### src/rtl/gate_seq_fsm_if.sv
// gate_seq_pkg / gate_seq_if
//
// Purpose: This file holds the complex-number field type and the bundled
// handshake and data signals of the gate sequencer.
//
// Each complex number has two fields, a and b. Both are Q2.14.
//
// Signals in the interface (directions are as seen by the sequencer, i.e. the slave):
//   init_valid  in   initial state vector offered
//   init_ready  out  sequencer accepts an initial vector (IDLE only)
//   init_state  in   initial vector, L entries
//   gate_valid  in   gate matrix offered
//   gate_ready  out  sequencer accepts a gate (READY only)
//   gate_last   in   marks the final gate of a sequence
//   gate_in     in   gate matrix, [row][col], L x L entries
//   mult_state  out  held vector, feeds the external multiplier
//   mult_gate   out  held gate, feeds the external multiplier
//   mult_result in   multiplier product vector
//   out_state   out  current vector (same register as mult_state)
//   busy        out  high while a gate is being applied
//   done        out  one-cycle pulse when a sequence completes
//   gate_count  out  captures since last init load (only with GATE_SEQ_COUNT_EN)
//
// Optional feature macro: GATE_SEQ_COUNT_EN

package gate_seq_pkg;
  typedef struct packed {
    logic [15:0] a;
    logic [15:0] b;
  } complex_num_t;
endpackage

interface gate_seq_if #(
  parameter int N = 2
);
  import gate_seq_pkg::*;

  localparam int L = 2 ** N;

  logic                            init_valid;
  logic                            init_ready;
  complex_num_t [L-1:0]            init_state;
  logic                            gate_valid;
  logic                            gate_ready;
  logic                            gate_last;
  complex_num_t [L-1:0][L-1:0]     gate_in;
  complex_num_t [L-1:0]            mult_state;
  complex_num_t [L-1:0][L-1:0]     mult_gate;
  complex_num_t [L-1:0]            mult_result;
  complex_num_t [L-1:0]            out_state;
  logic                            busy;
  logic                            done;
`ifdef GATE_SEQ_COUNT_EN
  logic [15:0]                     gate_count;
`endif

`ifdef GATE_SEQ_COUNT_EN
  modport slave (
    input  init_valid, init_state, gate_valid, gate_last, gate_in, mult_result,
    output init_ready, gate_ready, mult_state, mult_gate, out_state, busy, done,
           gate_count
  );

  modport master (
    output init_valid, init_state, gate_valid, gate_last, gate_in, mult_result,
    input  init_ready, gate_ready, mult_state, mult_gate, out_state, busy, done,
           gate_count
  );
`else
  modport slave (
    input  init_valid, init_state, gate_valid, gate_last, gate_in, mult_result,
    output init_ready, gate_ready, mult_state, mult_gate, out_state, busy, done
  );

  modport master (
    output init_valid, init_state, gate_valid, gate_last, gate_in, mult_result,
    input  init_ready, gate_ready, mult_state, mult_gate, out_state, busy, done
  );
`endif

endinterface

### src/rtl/gate_seq_fsm.sv
// gate_seq_fsm
//
// Purpose: This block sequences quantum gates over an external combinational
// matrix-vector multiplier.
//
// Operation:
//   1. An initial state vector is loaded in IDLE.
//   2. Gates are accepted one at a time in READY.
//   3. For each gate, the block waits SETTLE cycles in APPLY while the
//      multiplier settles. It then captures the product back into the state
//      register.
//   4. After the gate flagged gate_last, the block pulses done once and
//      returns to IDLE.
//
// The block performs no arithmetic on vector data. Fields are stored and
// forwarded bit-exact.
//
// Parameters:
//   N       qubit count. The vector length is L = 2**N and a gate is L x L.
//   SETTLE  number of multiplier settle cycles. The legal range is 1..15.
//
// Ports:
//   clk     single clock. All state changes happen on its rising edge.
//   reset   synchronous, active-high. It returns the block to IDLE and
//           clears every register.
//   bus     gate_seq_if.slave. This carries the handshakes, the vectors, the
//           gate, busy and done.
//
// Optional feature (macro GATE_SEQ_COUNT_EN):
//   Adds bus.gate_count, a 16-bit saturating count of captures since the last
//   init load. It is cleared by reset and by an init load.
//
// States:
//   state  | meaning
//   IDLE   | waiting for an initial vector (init_ready=1)
//   READY  | vector held, waiting for a gate (gate_ready=1)
//   APPLY  | gate held, multiplier settling (busy=1); captures on last cycle
//   DONE   | sequence finished, done pulses for one cycle

module gate_seq_fsm #(
  parameter int N      = 2,
  parameter int SETTLE = 1
) (
  input  logic       clk,
  input  logic       reset,
  gate_seq_if.slave  bus
);
  import gate_seq_pkg::*;

  localparam int L = 2 ** N;

  // The settle counter counts up from zero. Capture happens on the edge
  // where it equals SETTLE-1, so APPLY lasts exactly SETTLE cycles.
  localparam logic [3:0] SETTLE_TC = 4'(SETTLE - 1);

  typedef enum logic [1:0] {
    S_IDLE  = 2'd0,
    S_READY = 2'd1,
    S_APPLY = 2'd2,
    S_DONE  = 2'd3
  } state_t;

  state_t                        state_q, state_d;
  complex_num_t [L-1:0]          vec_q, vec_d;
  complex_num_t [L-1:0][L-1:0]   gate_q, gate_d;
  logic [3:0]                    settle_q, settle_d;
  logic                          last_q, last_d;

  logic                          init_ready;
  logic                          gate_ready;
  logic                          busy;
  logic                          done;
  logic                          load_init;
  logic                          capture;

  // Next-state and output decode
  always_comb begin
    state_d    = state_q;
    vec_d      = vec_q;
    gate_d     = gate_q;
    settle_d   = settle_q;
    last_d     = last_q;
    init_ready = 1'b0;
    gate_ready = 1'b0;
    busy       = 1'b0;
    done       = 1'b0;
    load_init  = 1'b0;
    capture    = 1'b0;

    case (state_q)
      S_IDLE: begin
        init_ready = 1'b1;
        if (bus.init_valid) begin
          load_init = 1'b1;
          vec_d     = bus.init_state;
          state_d   = S_READY;
        end
      end

      S_READY: begin
        gate_ready = 1'b1;
        if (bus.gate_valid) begin
          gate_d   = bus.gate_in;
          last_d   = bus.gate_last;
          settle_d = 4'd0;
          state_d  = S_APPLY;
        end
      end

      S_APPLY: begin
        busy     = 1'b1;
        settle_d = settle_q + 4'd1;
        if (settle_q == SETTLE_TC) begin
          // The product is only trusted after SETTLE cycles. Product values
          // from earlier cycles never reach the state register.
          capture = 1'b1;
          vec_d   = bus.mult_result;
          state_d = last_q ? S_DONE : S_READY;
        end
      end

      S_DONE: begin
        done    = 1'b1;
        state_d = S_IDLE;
      end

      default: begin
        state_d = S_IDLE;
      end
    endcase
  end

  // State and datapath registers. A reset edge overrides any capture or load
  // that the decode above would otherwise perform.
  always_ff @(posedge clk) begin
    if (reset) begin
      state_q  <= S_IDLE;
      vec_q    <= '0;
      gate_q   <= '0;
      settle_q <= 4'd0;
      last_q   <= 1'b0;
    end else begin
      state_q  <= state_d;
      vec_q    <= vec_d;
      gate_q   <= gate_d;
      settle_q <= settle_d;
      last_q   <= last_d;
    end
  end

`ifdef GATE_SEQ_COUNT_EN
  logic [15:0] gate_count_q;

  always_ff @(posedge clk) begin
    if (reset) begin
      gate_count_q <= 16'd0;
    end else if (load_init) begin
      gate_count_q <= 16'd0;
    end else if (capture && (gate_count_q != 16'hFFFF)) begin
      gate_count_q <= gate_count_q + 16'd1;
    end
  end

  assign bus.gate_count = gate_count_q;
`else
  // load_init only feeds the optional capture counter.
  logic unused_load_init;
  assign unused_load_init = load_init;
`endif

  assign bus.init_ready = init_ready;
  assign bus.gate_ready = gate_ready;
  assign bus.busy       = busy;
  assign bus.done       = done;
  assign bus.mult_state = vec_q;
  assign bus.out_state  = vec_q;
  assign bus.mult_gate  = gate_q;

endmodule

### src/flat_wrapper.sv
// flat-port wrapper written by rule: the top's interface ports become plain ports
module gate_seq_fsm_flat import gate_seq_pkg::*;
#(
  parameter int N      = 2,
  parameter int SETTLE = 1
)
  (clk, reset, bus_init_valid, bus_init_state, bus_gate_valid, bus_gate_last, bus_gate_in, bus_mult_result, bus_init_ready, bus_gate_ready, bus_mult_state, bus_mult_gate, bus_out_state, bus_busy, bus_done);
  gate_seq_if #(.N(N)) bus_i ();
  input  logic clk;
  input  logic reset;
  input wire logic [$bits(bus_i.init_valid)-1:0] bus_init_valid;
  input wire logic [$bits(bus_i.init_state)-1:0] bus_init_state;
  input wire logic [$bits(bus_i.gate_valid)-1:0] bus_gate_valid;
  input wire logic [$bits(bus_i.gate_last)-1:0] bus_gate_last;
  input wire logic [$bits(bus_i.gate_in)-1:0] bus_gate_in;
  input wire logic [$bits(bus_i.mult_result)-1:0] bus_mult_result;
  output wire logic [$bits(bus_i.init_ready)-1:0] bus_init_ready;
  output wire logic [$bits(bus_i.gate_ready)-1:0] bus_gate_ready;
  output wire logic [$bits(bus_i.mult_state)-1:0] bus_mult_state;
  output wire logic [$bits(bus_i.mult_gate)-1:0] bus_mult_gate;
  output wire logic [$bits(bus_i.out_state)-1:0] bus_out_state;
  output wire logic [$bits(bus_i.busy)-1:0] bus_busy;
  output wire logic [$bits(bus_i.done)-1:0] bus_done;
  assign bus_i.init_valid = bus_init_valid;
  assign bus_i.init_state = bus_init_state;
  assign bus_i.gate_valid = bus_gate_valid;
  assign bus_i.gate_last = bus_gate_last;
  assign bus_i.gate_in = bus_gate_in;
  assign bus_i.mult_result = bus_mult_result;
  assign bus_init_ready = bus_i.init_ready;
  assign bus_gate_ready = bus_i.gate_ready;
  assign bus_mult_state = bus_i.mult_state;
  assign bus_mult_gate = bus_i.mult_gate;
  assign bus_out_state = bus_i.out_state;
  assign bus_busy = bus_i.busy;
  assign bus_done = bus_i.done;
  gate_seq_fsm #(.N(N), .SETTLE(SETTLE)) u_core (.clk(clk), .reset(reset), .bus(bus_i));
endmodule
### config.mk
export PLATFORM = sky130hd
export DESIGN_NAME = gate_seq_fsm_flat
export DESIGN_NICKNAME = d
export VERILOG_FILES = /design/src/rtl/gate_seq_fsm_if.sv /design/src/rtl/gate_seq_fsm.sv /design/src/flat_wrapper.sv
export SDC_FILE = /design/constraint.sdc
export NUM_CORES = 1
export LEC_CHECK = 0
export BUFFER_PORTS_ARGS = -buffer_cell sky130_fd_sc_hd__buf_2
export CORE_AREA = 2 2 600 602
export DETAILED_ROUTE_END_ITERATION = 8
export DIE_AREA = 0 0 602 604
export GPL_TIMING_DRIVEN = 0
export PLACE_DENSITY = 0.3
export SLEW_MARGIN = 20
export SYNTH_ARGS = -nofsm -noshare
export SYNTH_HDL_FRONTEND = slang
export SYNTH_SLANG_ARGS = --single-unit
### constraint.sdc
create_clock -name clk -period 2 [get_ports clk]
set_clock_uncertainty 0.2 [all_clocks]
set_input_delay 0.3 -clock clk [delete_from_list [all_inputs] [get_ports clk]]
set_output_delay 0.3 -clock clk [all_outputs]
set_load 0.03 [all_outputs]
==> results of run 1 <==
-- worst max-delay path by stage --
stage	end	slack, ns	depth (start not counted)
2_1_floorplan	u_core.bus.mult_state[0]	0.23	7
3_3_place_gp	u_core.settle_q[1]	-1.59	4
3_5_place_dp	u_core.bus.mult_gate[184]	-1.28	4
4_1_cts	bus_done	-0.55	5
5_1_grt	bus_init_ready	-0.51	5
6_report	bus_init_ready	-0.40	5
-- Yosys cell counts --
cell type / instances
buf_4: 185
a211oi_1: 8
dfxtp_1: 647
o21ai_2: 1
inv_1: 133
or3_1: 1
xor2_1: 1
clkbuf_4: 3
and2_1: 1
clkbuf_1: 106
nor2_1: 1
buf_1: 3
nand2_1: 1028
ha_1: 2
buf_2: 72
and3b_1: 1
nand3b_2: 1
nor2b_1: 2
o41ai_1: 1
mux2i_1: 128
o211a_1: 128
o211ai_1: 1
a21oi_1: 518
and4bb_4: 1
buf_6: 16
nand2b_1: 2
nor3_1: 1
a211oi_2: 120
nand3b_1: 1
nand3_1: 3
-- critical path: cells and delay by family (launching register included) --
family / cells / cell delay [ns]
buf+inv: 4 / 0.61
simple gates: 1 / 0.11
flops: 1 / 0.33
-- power groups by stage --
stage	clock (mW)	combinational, mW	sequential, mW
global route	17.2	12.4	14.5
global placement	0	8.61	14.6
finish	16.1	11.8	14.4
floorplan	0	3.10	15.6
detailed placement	0	8.63	14.6
CTS	16.7	11.4	14.4
-- final cells by class --
cell class                 instances  area (µm²)
inverter                         133         502
clock inverter                    22         193
multi-input combinational       1951       13600
timing repair buffer            2500       19200
sequential                       647       13100
tap                             4773        5970
buffer                           382        3680
clock buffer                     136        2640
fill                           40400      299000
antenna                           22        55.1
-- what timing repair did --
| item | 4_1_cts | 5_1_grt |
|---|---|---|
| hold endpoints to repair | 642 | 0 |
| cloned | 45 | 21 |
| hold buffers | 805 | 0 |
| pin swaps | 360 | 134 |
| resized for setup | 899 | 614 |
| setup endpoints to repair | 1015 | 1019 |
| setup buffers | 50 | 46 |
-- through the flow --
step,cells,power (mW)
after floorplan,3116,18.7
after CTS,10500,42.5
after detailed placement,9432,23.2
after global placement,9432,23.2
after global routing,10600,44.0
final,10600,42.3
-- flip-flops by register name (all words and copies together), names as in the netlist --
name / cells
u_core.settle_q: 4
u_core.bus.mult_state: 128
u_core.state_q: 2
u_core.bus.mult_gate: 512
u_core.last_q: 1
-- kinds of logic (layout without fill, tap and decap cells) --
group | count (synthesis) | count (layout)
compound gates | 777 | 777
xor+xnor | 1 | 1
fa+ha+maj | 2 | 2
buf+inv | 518 | 3173
flops | 647 | 647
mux | 128 | 128
other cells | 0 | 22
simple gates | 1043 | 1043
-- layer usage --
| metal | vias up | share of wire |
|---|---|---|
| met5 | - | 0.00020 |
| met4 | 8 | 0.032 |
| met3 | 298 | 0.078 |
| met2 | 1366 | 0.53 |
| met1 | 16300 | 0.36 |
| li1 | 15500 | - |
==> results by group, run 1 <==
Outcome
  – Run status: finished with violations
  – Failing checks: setup timing

Placement
  – DPL Wire Length: 211,000 µm
  – Dpl ws: -1.28 ns
  – Routability cong.: 0.918
  – IO Port Bufs: 1,543
  – Placed Area: 40,300 µm²

Floorplanning
  – Die W: 602 µm
  – Starting density of the core: 0.0743
  – Site Rows: 220
  – Core area: 358,000 µm²
  – Die H: 604 µm
  – I/O pin cnt: 1,545
  – Full die area: 364,000 µm²

Synthesis
  – Post-synth top area share: 0.488
  – Synth cell types: 30
  – Synth area leaders: dfxtp_1 (49%), nand2_1 (15%), a21oi_1 (9.8%)
  – Mux share of post-synthesis cell area: 0.0483
  – Syn_area_per_cell: 8.52 µm²
  – Post-Synth Simple-Gate Area: 0.149
  – Seq/Total Area, Yosys: 0.488
  – Compound-cell area share of the yosys netlist: 0.206
  – Post-Synth Adder-Cell Area: 0.000942
  – Post-synthesis cell area: 26,600 µm²
  – Yosys warning total: 0
  – Syn Nets: 3,891
  – Dominant cell type by area after synthesis: dfxtp_1
  – Synth Instances: 3,116
  – Main combinational cell family by area after synthesis: compound AO/OA/AOI/OAI gates
  – #FFs+latches synth: 647
  – Synth Area in XOR/XNOR: 0.000330

CTS
  – Clk sinks: 647
  – Total CTS buffers: 93
  – CTS tree: done
  – Max Root-Sink Buffers: 4
  – Clock latency at the later pin of the worst-skew pair: 0.81 ns
  – H-Tree Depth: 3
  – Clk slew on worst S/H paths: 0.05 ns
  – Root buffer cell: clkbuf_16

Timing
  – Setup violators final: 722
  – Setup TNS: -59.18 ns
  – Max Clock Freq: 417 MHz
  – Min cycle time layout: 2.40 ns
  – Worst setup margin: -0.397 ns
  – Final hold slack: 0.0802 ns
  – Slew Viols, Final: 0
  – RSZ-0062 raised after global routing: yes
  – Worst slew margin relative to its limit: 0.303
  – Final Hold Viols: 0
  – Tcrit/Tclk final: 1.20
  – Worst-Margin Slew: 1.05 ns

Worst setup path
  – Crit path launch: u_core.state_q[1]
  – Element type at the critical path end: output pin
  – Crit path top cell by count: buf_16
  – Worst setup SP type: register
  – R2R Path Start: u_core.state_q[1]
  – R2R Setup Slk: -0.29 ns
  – CP cell instances: buf_12 > buf_16 > buf_16 > nor2_2 > buf_6
  – Max incr delay on CP: 0.33 ns
  – Cell count of the worst reg-to-reg path: 9
  – WP data arrival: 1.90 ns
  – Req. time, crit path: 1.50 ns
  – CP max stage cell: dfxtp_2
  – Reg2reg end: u_core.bus.mult_state[9]
  – Critical path class: register to output pin
  – Crit-path max FO: 4

Drt
  – Vias per Instance: 3.16
  – 1st-pass router iterations: 5
  – Initial DRC count: 1,708
  – Wire per inst: 24.1 µm
  – Routed vias: 33,400
  – DRC: 0
  – Post-DRT Antenna Nets: 0
  – Final wirelength: 255,000 µm

Final layout
  – Leading cell type in the layout, fill and taps excluded: buf_2
  – Post-layout util: 0.165
  – Nets@finish: 6,483
  – Layout cells sized above 1: 0.497
  – Commonest cells after routing, fill and taps aside: buf_2 (1,500), dlygate4sd3_1 (805), nand2_1 (713)
  – Fin area: 58,900 µm²
  – Area grow syn2layout: 122%

Run
  – Max cap viols: 0

Worst hold path
  – Number of cells on the worst hold path: 4
  – Hold Path Class: primary input to register
  – Hold_sp: bus_gate_in[44]
  – Hold Path End: u_core.bus.mult_gate[44]

Power and ir drop
  – P_int: 27.7 mW
  – NetSw: 14.5 mW
  – Logic pwr share: 0.279
  – Leak pwr: 25.3 nW
  – Clock share of power: 0.380
  – Maximum vdd ir drop: 0.660 mV
  – Sw Ratio: 0.344
  – Pwr/cell area: 718 nW/µm²
  – Sequential power share: 0.341

Global route
  – Met1 usage: 0.138
  – Met2 GRT Util: 0.251
  – Largest net degree at the start of global routing: 14
  – Busiest layer in global routing: met2
  – Initial antenna violation count: 57
  – Met3 GRT Util: 0.0392
  – Vias in the first global route: 34,400
  – Global-route usage over all layers: 0.132
  – First-pass GRT wire length: 322,000 µm
  – Total grt overflow: 0
Power figures use the tool's default switching activity.
==> run 2, diff against run 1 <==
- CELL_PAD_IN_SITES_DETAIL_PLACEMENT: default -> 1
- CELL_PAD_IN_SITES_GLOBAL_PLACEMENT: default -> 2
- CORE_AREA: 2 2 600 602 -> 2 2 599 601
- DIE_AREA: 0 0 602 604 -> 0 0 601 603
- PLACE_DENSITY: 0.3 -> 0.31
- SETUP_SLACK_MARGIN: default -> 0.4
==> results by group, run 2 (synthesis gave the netlist of run 1 again) <==
CTS
  – H-Tree Depth: 3 (unchanged)
  – Clk slew on worst S/H paths: 0.05 ns (about the same)
  – Max Root-Sink Buffers: 4 (unchanged)
  – Root buffer cell: clkbuf_16
  – Clk sinks: 647 (unchanged)
  – Total CTS buffers: 103 (+11%)
  – Clock latency at the later pin of the worst-skew pair: 0.81 ns (about the same)
  – CTS tree: done

Run
  – Max cap viols: 0 (unchanged)

Worst setup path
  – Element type at the critical path end: output pin
  – WP data arrival: 1.81 ns (-0.09 ns)
  – Req. time, crit path: 1.50 ns (about the same)
  – CP cell instances: buf_12 > buf_16 > buf_12 > and2_4 > buf_12
  – R2R Setup Slk: -0.24 ns (+0.05 ns)
  – WP buf/inv: 4 (unchanged)
  – CP max stage cell: dfxtp_2
  – R2R Path Start: u_core.state_q[1]
  – Cell count of the worst reg-to-reg path: 11 (+2)
  – Worst setup SP type: register
  – Max incr delay on CP: 0.33 ns (about the same)
  – Crit path top cell by count: buf_12
  – Crit-path max FO: 4 (unchanged)
  – Reg2reg end: u_core.bus.mult_gate[105]
  – Delay-heaviest family, CP: buffers and inverters
  – Critical path class: register to output pin

Timing
  – Min cycle time layout: 2.31 ns (-0.0849 ns)
  – Worst setup margin: -0.312 ns (+0.0849 ns)
  – Tcrit/Tclk final: 1.16 (-0.0425)
  – Worst slew margin relative to its limit: 0.235 (-0.0677)
  – Setup violators final: 683 (-5.4%)
  – Slew Viols, Final: 0 (unchanged)
  – Final Hold Viols: 0 (unchanged)
  – Worst-Margin Slew: 1.15 ns (+0.102 ns)
  – Max Clock Freq: 433 MHz (+3.7%)
  – RSZ-0062 raised after global routing: yes

Floorplanning
  – I/O pin cnt: 1,545 (unchanged)
  – Die W: 601 µm (-0.17%)
  – Die H: 603 µm (-0.17%)
  – Core area: 355,000 µm² (-0.61%)
  – Full die area: 362,000 µm² (-0.33%)
  – Site Rows: 219 (-0.45%)
  – Starting density of the core: 0.0747 (+0.000454)

Worst hold path
  – Hold Path End: u_core.bus.mult_gate[451]
  – Number of cells on the worst hold path: 4 (unchanged)
  – Hold_sp: bus_gate_in[451]
  – Hold Path Class: primary input to register

Drt
  – Initial DRC count: 934 (-45%)
  – 1st-pass router iterations: 4 (-1)
  – Vias per Instance: 3.08 (-2.7%)
  – Met2 wire len: 136,000 µm (+1.2%)
  – Final wirelength: 246,000 µm (-3.4%)
  – DRC: 0 (unchanged)
  – DR WL met3: 15,900 µm (-20%)
  – Routed vias: 32,800 (-1.9%)
  – DR top layer: met5
  – Wire per inst: 23.1 µm (-4.2%)
  – Wire length on met1: 88,800 µm (-3.2%)
  – Post-DRT Antenna Nets: 0 (unchanged)

Final layout
  – Layout cells sized above 1: 0.415 (-0.0813)
  – Layout fillers: 42,100 (+4.2%)
  – Area grow syn2layout: 113%
  – Nets@finish: 6,561 (+1.2%)
  – Commonest cells after routing, fill and taps aside: buf_2 (1,546), nand2_1 (962), dlygate4sd3_1 (929)
  – Leading cell type in the layout, fill and taps excluded: buf_2
  – Largest register FFs: 512 (unchanged)
  – Post-layout util: 0.159 (-0.00559)
  – Fin area: 56,500 µm² (-4.0%)

Global route
  – Vias in the first global route: 35,300 (+2.7%)
  – Total grt overflow: 0 (unchanged)
  – Largest net degree at the start of global routing: 16 (+2)
  – Global-route usage over all layers: 0.129 (-0.00314)
  – First-pass GRT wire length: 322,000 µm (about the same)
  – Initial antenna violation count: 86 (+51%)

Placement
  – Routability cong.: 0.786 (-14%)
  – DPL Wire Length: 202,000 µm (-4.3%)
  – Placed Area: 40,400 µm² (+0.27%)
  – IO Port Bufs: 1,543 (unchanged)

Power and ir drop
  – Leak pwr: 24.3 nW (-3.9%)
  – Maximum vdd ir drop: 0.627 mV (-5.0%)
  – Pwr/cell area: 768 nW/µm² (+7.0%)

Outcome
  – Run status: finished with violations
  – Failing checks: setup timing
## run 2: changes by cell type in the layout (fill, tap and decap cells not counted), moves of 20 or more
cell,delta
nand2_1,+249
mux2i_4,-23
dfxtp_1,+20
buf_6,-39
a21oi_1,+113
buf_16,-30
a21oi_2,-113
dlygate4sd3_1,+124
buf_2,+46
nand2_2,-88
buf_12,-21
nand2_4,-161
buf_8,-22
## run 2: stage by stage
stage	std cells	worst slack (ns)	TNS (ns)	total power [mW]	hold slack, ns
floorplan	3116	0.350	0	18.8	0.236
CTS	10600	-0.466	-147.65	44.4	-0.00660
finish	10700	-0.312	-57.79	43.4	0.0905
global placement	9410	-1.55	-607.23	22.8	0.241
global route	10600	-0.436	-150.80	45.7	0.0251
detailed placement	9413	-1.28	-595.45	22.9	0.244
## run 2: routing by layer
metal,vias up,track usage
li1,15600,-
met1,15800,0.131
met2,1016,0.257
met3,254,0.0381
met4,34,0.0244
met5,-,0
## run 2: what timing repair did
item                                    4_1_cts  5_1_grt
hold buffers                                929        0
resized for setup                           276      357
hold endpoints to repair                    642        0
endpoints found under the setup margin     1419     1419
pin swaps                                     4       39
cloned                                        9       18
buffers inserted                             34       29
## run 2: worst min-delay path, cell delays in order
cell,delay [ns]
dlygate4sd3_1,0.54
buf_2,0.12
nand2_1,0.04
a21oi_1,0.05
## run 2: final cells by class
class	instances	area, µm²	area share
plain buffers	385	3280	0.0581
clock inverters	21	277	0.00489
inverters	133	502	0.00888
repair buffers	2565	18900	0.334
flip-flops and latches	647	13000	0.231
diodes	37	92.6	0.00164
clock buffers	161	3050	0.0539
well taps	4751	5940	0.105
multi-input cells	1951	11500	0.203
## run 2: worst max-delay path by stage
stage                             from                         to  cells after the start
finish               u_core.state_q[1]                   bus_done                      5
floorplan           u_core.settle_q[0]  u_core.bus.mult_state[32]                      7
detailed placement               reset  u_core.bus.mult_gate[494]                      4
global route         u_core.state_q[1]                   bus_done                      5
global placement     u_core.state_q[1]   u_core.bus.mult_gate[66]                      6
CTS                  u_core.state_q[1]                   bus_done                      5
## run 2: power breakdown
| part | switching (mW) | internal, mW | total (mW) |
|---|---|---|---|
| clock network | 7.54 | 11.0 | 18.6 |
| registers | 0.792 | 13.6 | 14.4 |
| logic | 6.02 | 4.41 | 10.4 |
| total | 14.4 | 29.0 | 43.4 |
==> run 3, diff against run 2 <==
- GPL_TIMING_DRIVEN: 0 -> default
==> results by group, run 3 (synthesis gave the netlist of run 1 again) <==
Worst setup path
  – R2R Path Start: u_core.state_q[1]
  – Delay-heaviest family, CP: buffers and inverters
  – Crit-path max FO: 8 (+4)
  – WP buf/inv: 9 (+5)
  – Worst path depth: 12 (+7)
  – Worst setup SP type: register
  – WP data arrival: 2.77 ns (+0.96 ns)
  – R2R Setup Slk: -0.27 ns (-0.03 ns)
  – Critical path class: register to register
  – Element type at the critical path end: register
  – Req. time, crit path: 2.50 ns (+1.00 ns)
  – Reg2reg end: u_core.bus.mult_gate[64]
  – CP cell instances: buf_8 > buf_6 > buf_6 > buf_12 > nand3b_4 > buf_8 > buf_12 > buf_12 > clkbuf_16 > clkbuf_16 > nand2_1 > a21oi_1
  – Crit path top cell by count: buf_12
  – CP max stage cell: dfxtp_4
  – Cell count of the worst reg-to-reg path: 12 (+1)
  – Max incr delay on CP: 0.36 ns (+0.03 ns)

Placement
  – IO Port Bufs: 1,544 (+0.065%)
  – DPL Wire Length: 176,000 µm (-13%)
  – Dpl ws: -0.149 ns (+1.13 ns)
  – Routability cong.: 0.785 (about the same)

Global route
  – Largest net degree at the start of global routing: 54 (+38)
  – First-pass GRT wire length: 304,000 µm (-5.6%)
  – Total grt overflow: 0 (unchanged)
  – Initial antenna violation count: 70 (-19%)
  – Vias in the first global route: 35,300 (-0.068%)
  – Global-route usage over all layers: 0.120 (-0.00887)

Timing
  – Final Hold Viols: 0 (unchanged)
  – Setup TNS: -83.58 ns (-25.80 ns)
  – Max Clock Freq: 440 MHz (+1.8%)
  – RSZ-0062 raised after global routing: yes
  – Slew Viols, Final: 0 (unchanged)
  – Worst-Margin Slew: 0.480 ns (-0.668 ns)
  – Tcrit/Tclk final: 1.14 (-0.0206)
  – Min cycle time layout: 2.27 ns (-0.0411 ns)
  – Final hold slack: 0.0924 ns (+0.00195 ns)
  – Worst setup margin: -0.271 ns (+0.0411 ns)
  – Setup violators final: 604 (-12%)
  – Worst slew margin relative to its limit: 0.680 (+0.445)

Drt
  – Initial DRC count: 1,021 (+9.3%)
  – Routed vias: 32,800 (+0.23%)
  – Wire per inst: 22.9 µm (-0.99%)
  – Post-DRT Antenna Nets: 0 (unchanged)
  – Vias per Instance: 3.10 (+0.74%)
  – DRC: 0 (unchanged)
  – Final wirelength: 242,000 µm (-1.5%)
  – 1st-pass router iterations: 5 (+1)

Floorplanning
  – Starting density of the core: 0.0747 (unchanged)
  – Site Rows: 219 (unchanged)
  – Core area: 355,000 µm² (unchanged)
  – I/O pin cnt: 1,545 (unchanged)
  – Die W: 601 µm (unchanged)
  – Die H: 603 µm (unchanged)
  – Full die area: 362,000 µm² (unchanged)

Worst hold path
  – Hold Path Class: primary input to register
  – Number of cells on the worst hold path: 5 (+1)
  – Hold_sp: bus_mult_result[48]
  – Hold Path End: u_core.bus.mult_state[48]

Outcome
  – Failing checks: setup timing
  – Run status: finished with violations

CTS
  – Clk sinks: 647 (unchanged)
  – Max Root-Sink Buffers: 4 (unchanged)
  – H-Tree Depth: 3 (unchanged)
  – Clk slew on worst S/H paths: 0.06 ns (about the same)
  – Clock latency at the later pin of the worst-skew pair: 0.81 ns (about the same)
  – CTS tree: done
  – Total CTS buffers: 105 (+1.9%)
  – Root buffer cell: clkbuf_16

Final layout
  – Leading cell type in the layout, fill and taps excluded: buf_2
  – Layout cells sized above 1: 0.523 (+0.108)
  – Area grow syn2layout: 144%
  – Largest register FFs: 512 (unchanged)
  – Nets@finish: 6,530 (-0.47%)
  – Commonest cells after routing, fill and taps aside: buf_2 (1,046), dlygate4sd3_1 (960), nand2_1 (854)

Power and ir drop
  – Pwr/cell area: 695 nW/µm² (-9.5%)
  – Leak pwr: 26.5 nW (+9.0%)
  – Maximum vdd ir drop: 0.614 mV (-2.1%)

Run
  – Max cap viols: 0 (unchanged)
## run 3: worst max-delay path by stage
stage                                      endpoint          startpoint  slack (ns)
final                      u_core.bus.mult_gate[64]   u_core.state_q[1]       -0.27
after global routing      u_core.bus.mult_gate[303]   u_core.state_q[1]       -0.34
after CTS                                  bus_done   u_core.state_q[0]       -0.33
after detailed placement  u_core.bus.mult_state[50]   u_core.state_q[1]       -0.15
after global placement    u_core.bus.mult_state[50]   u_core.state_q[1]       -0.17
after floorplan           u_core.bus.mult_state[32]  u_core.settle_q[0]        0.35
## run 3: area by class of cell
cell class | instances | area [µm²]
clock buffers | 153 | 2990
multi-input cells | 1951 | 13500
diodes | 28 | 70.1
clock inverters | 17 | 198
inverters | 133 | 507
fillers | 41300 | 291000
repair buffers | 2917 | 27800
flip-flops and latches | 647 | 13800
well taps | 4751 | 5940
## run 3: worst register-to-register path: stages, from the launching register on
cell and delay, ns:
dfxtp_4 0.36, buf_8 0.14, buf_6 0.12, buf_6 0.11, buf_12 0.12, nand3b_4 0.20
buf_8 0.17, buf_12 0.15, buf_12 0.15, clkbuf_16 0.16, clkbuf_16 0.18, nand2_1 0.07
a21oi_1 0.06
## run 3: what timing repair did
item                                     CTS  global route
buffers inserted                          58            56
cloned                                    27            77
hold buffers                             959             1
pin swaps                                 48           430
gates resized for setup                 1779           726
endpoints found under the setup margin  1415          1419
hold endpoints to repair                 642             1
## run 3: report_power, final
group	switching, mW	total [mW]	internal, mW
registers	0.984	14.6	13.7
logic	6.35	12.3	5.97
clock network	7.48	18.1	10.6
## run 3: per-layer routing
| layer | vias to the layer above | global-route usage | share of wire |
|---|---|---|---|
| met5 | - | 0 | 0.00088 |
| met4 | 36 | 0.0423 | 0.037 |
| met3 | 335 | 0.0380 | 0.067 |
| met2 | 1106 | 0.229 | 0.53 |
| met1 | 15800 | 0.122 | 0.37 |
| li1 | 15600 | - | - |
## run 3: stage by stage
| step | util | instances | cell area, µm² | total power, mW |
|---|---|---|---|---|
| after CTS | 0.167 | 10400 | 59400 | 45.1 |
| after floorplan | - | 3116 | 26600 | 18.8 |
| after global placement | 0.113 | 9221 | 40200 | 22.5 |
| after global routing | 0.182 | 10600 | 64800 | 47.3 |
| after detailed placement | 0.113 | 9221 | 40200 | 22.5 |
| final | 0.182 | 10600 | 64800 | 45.0 |
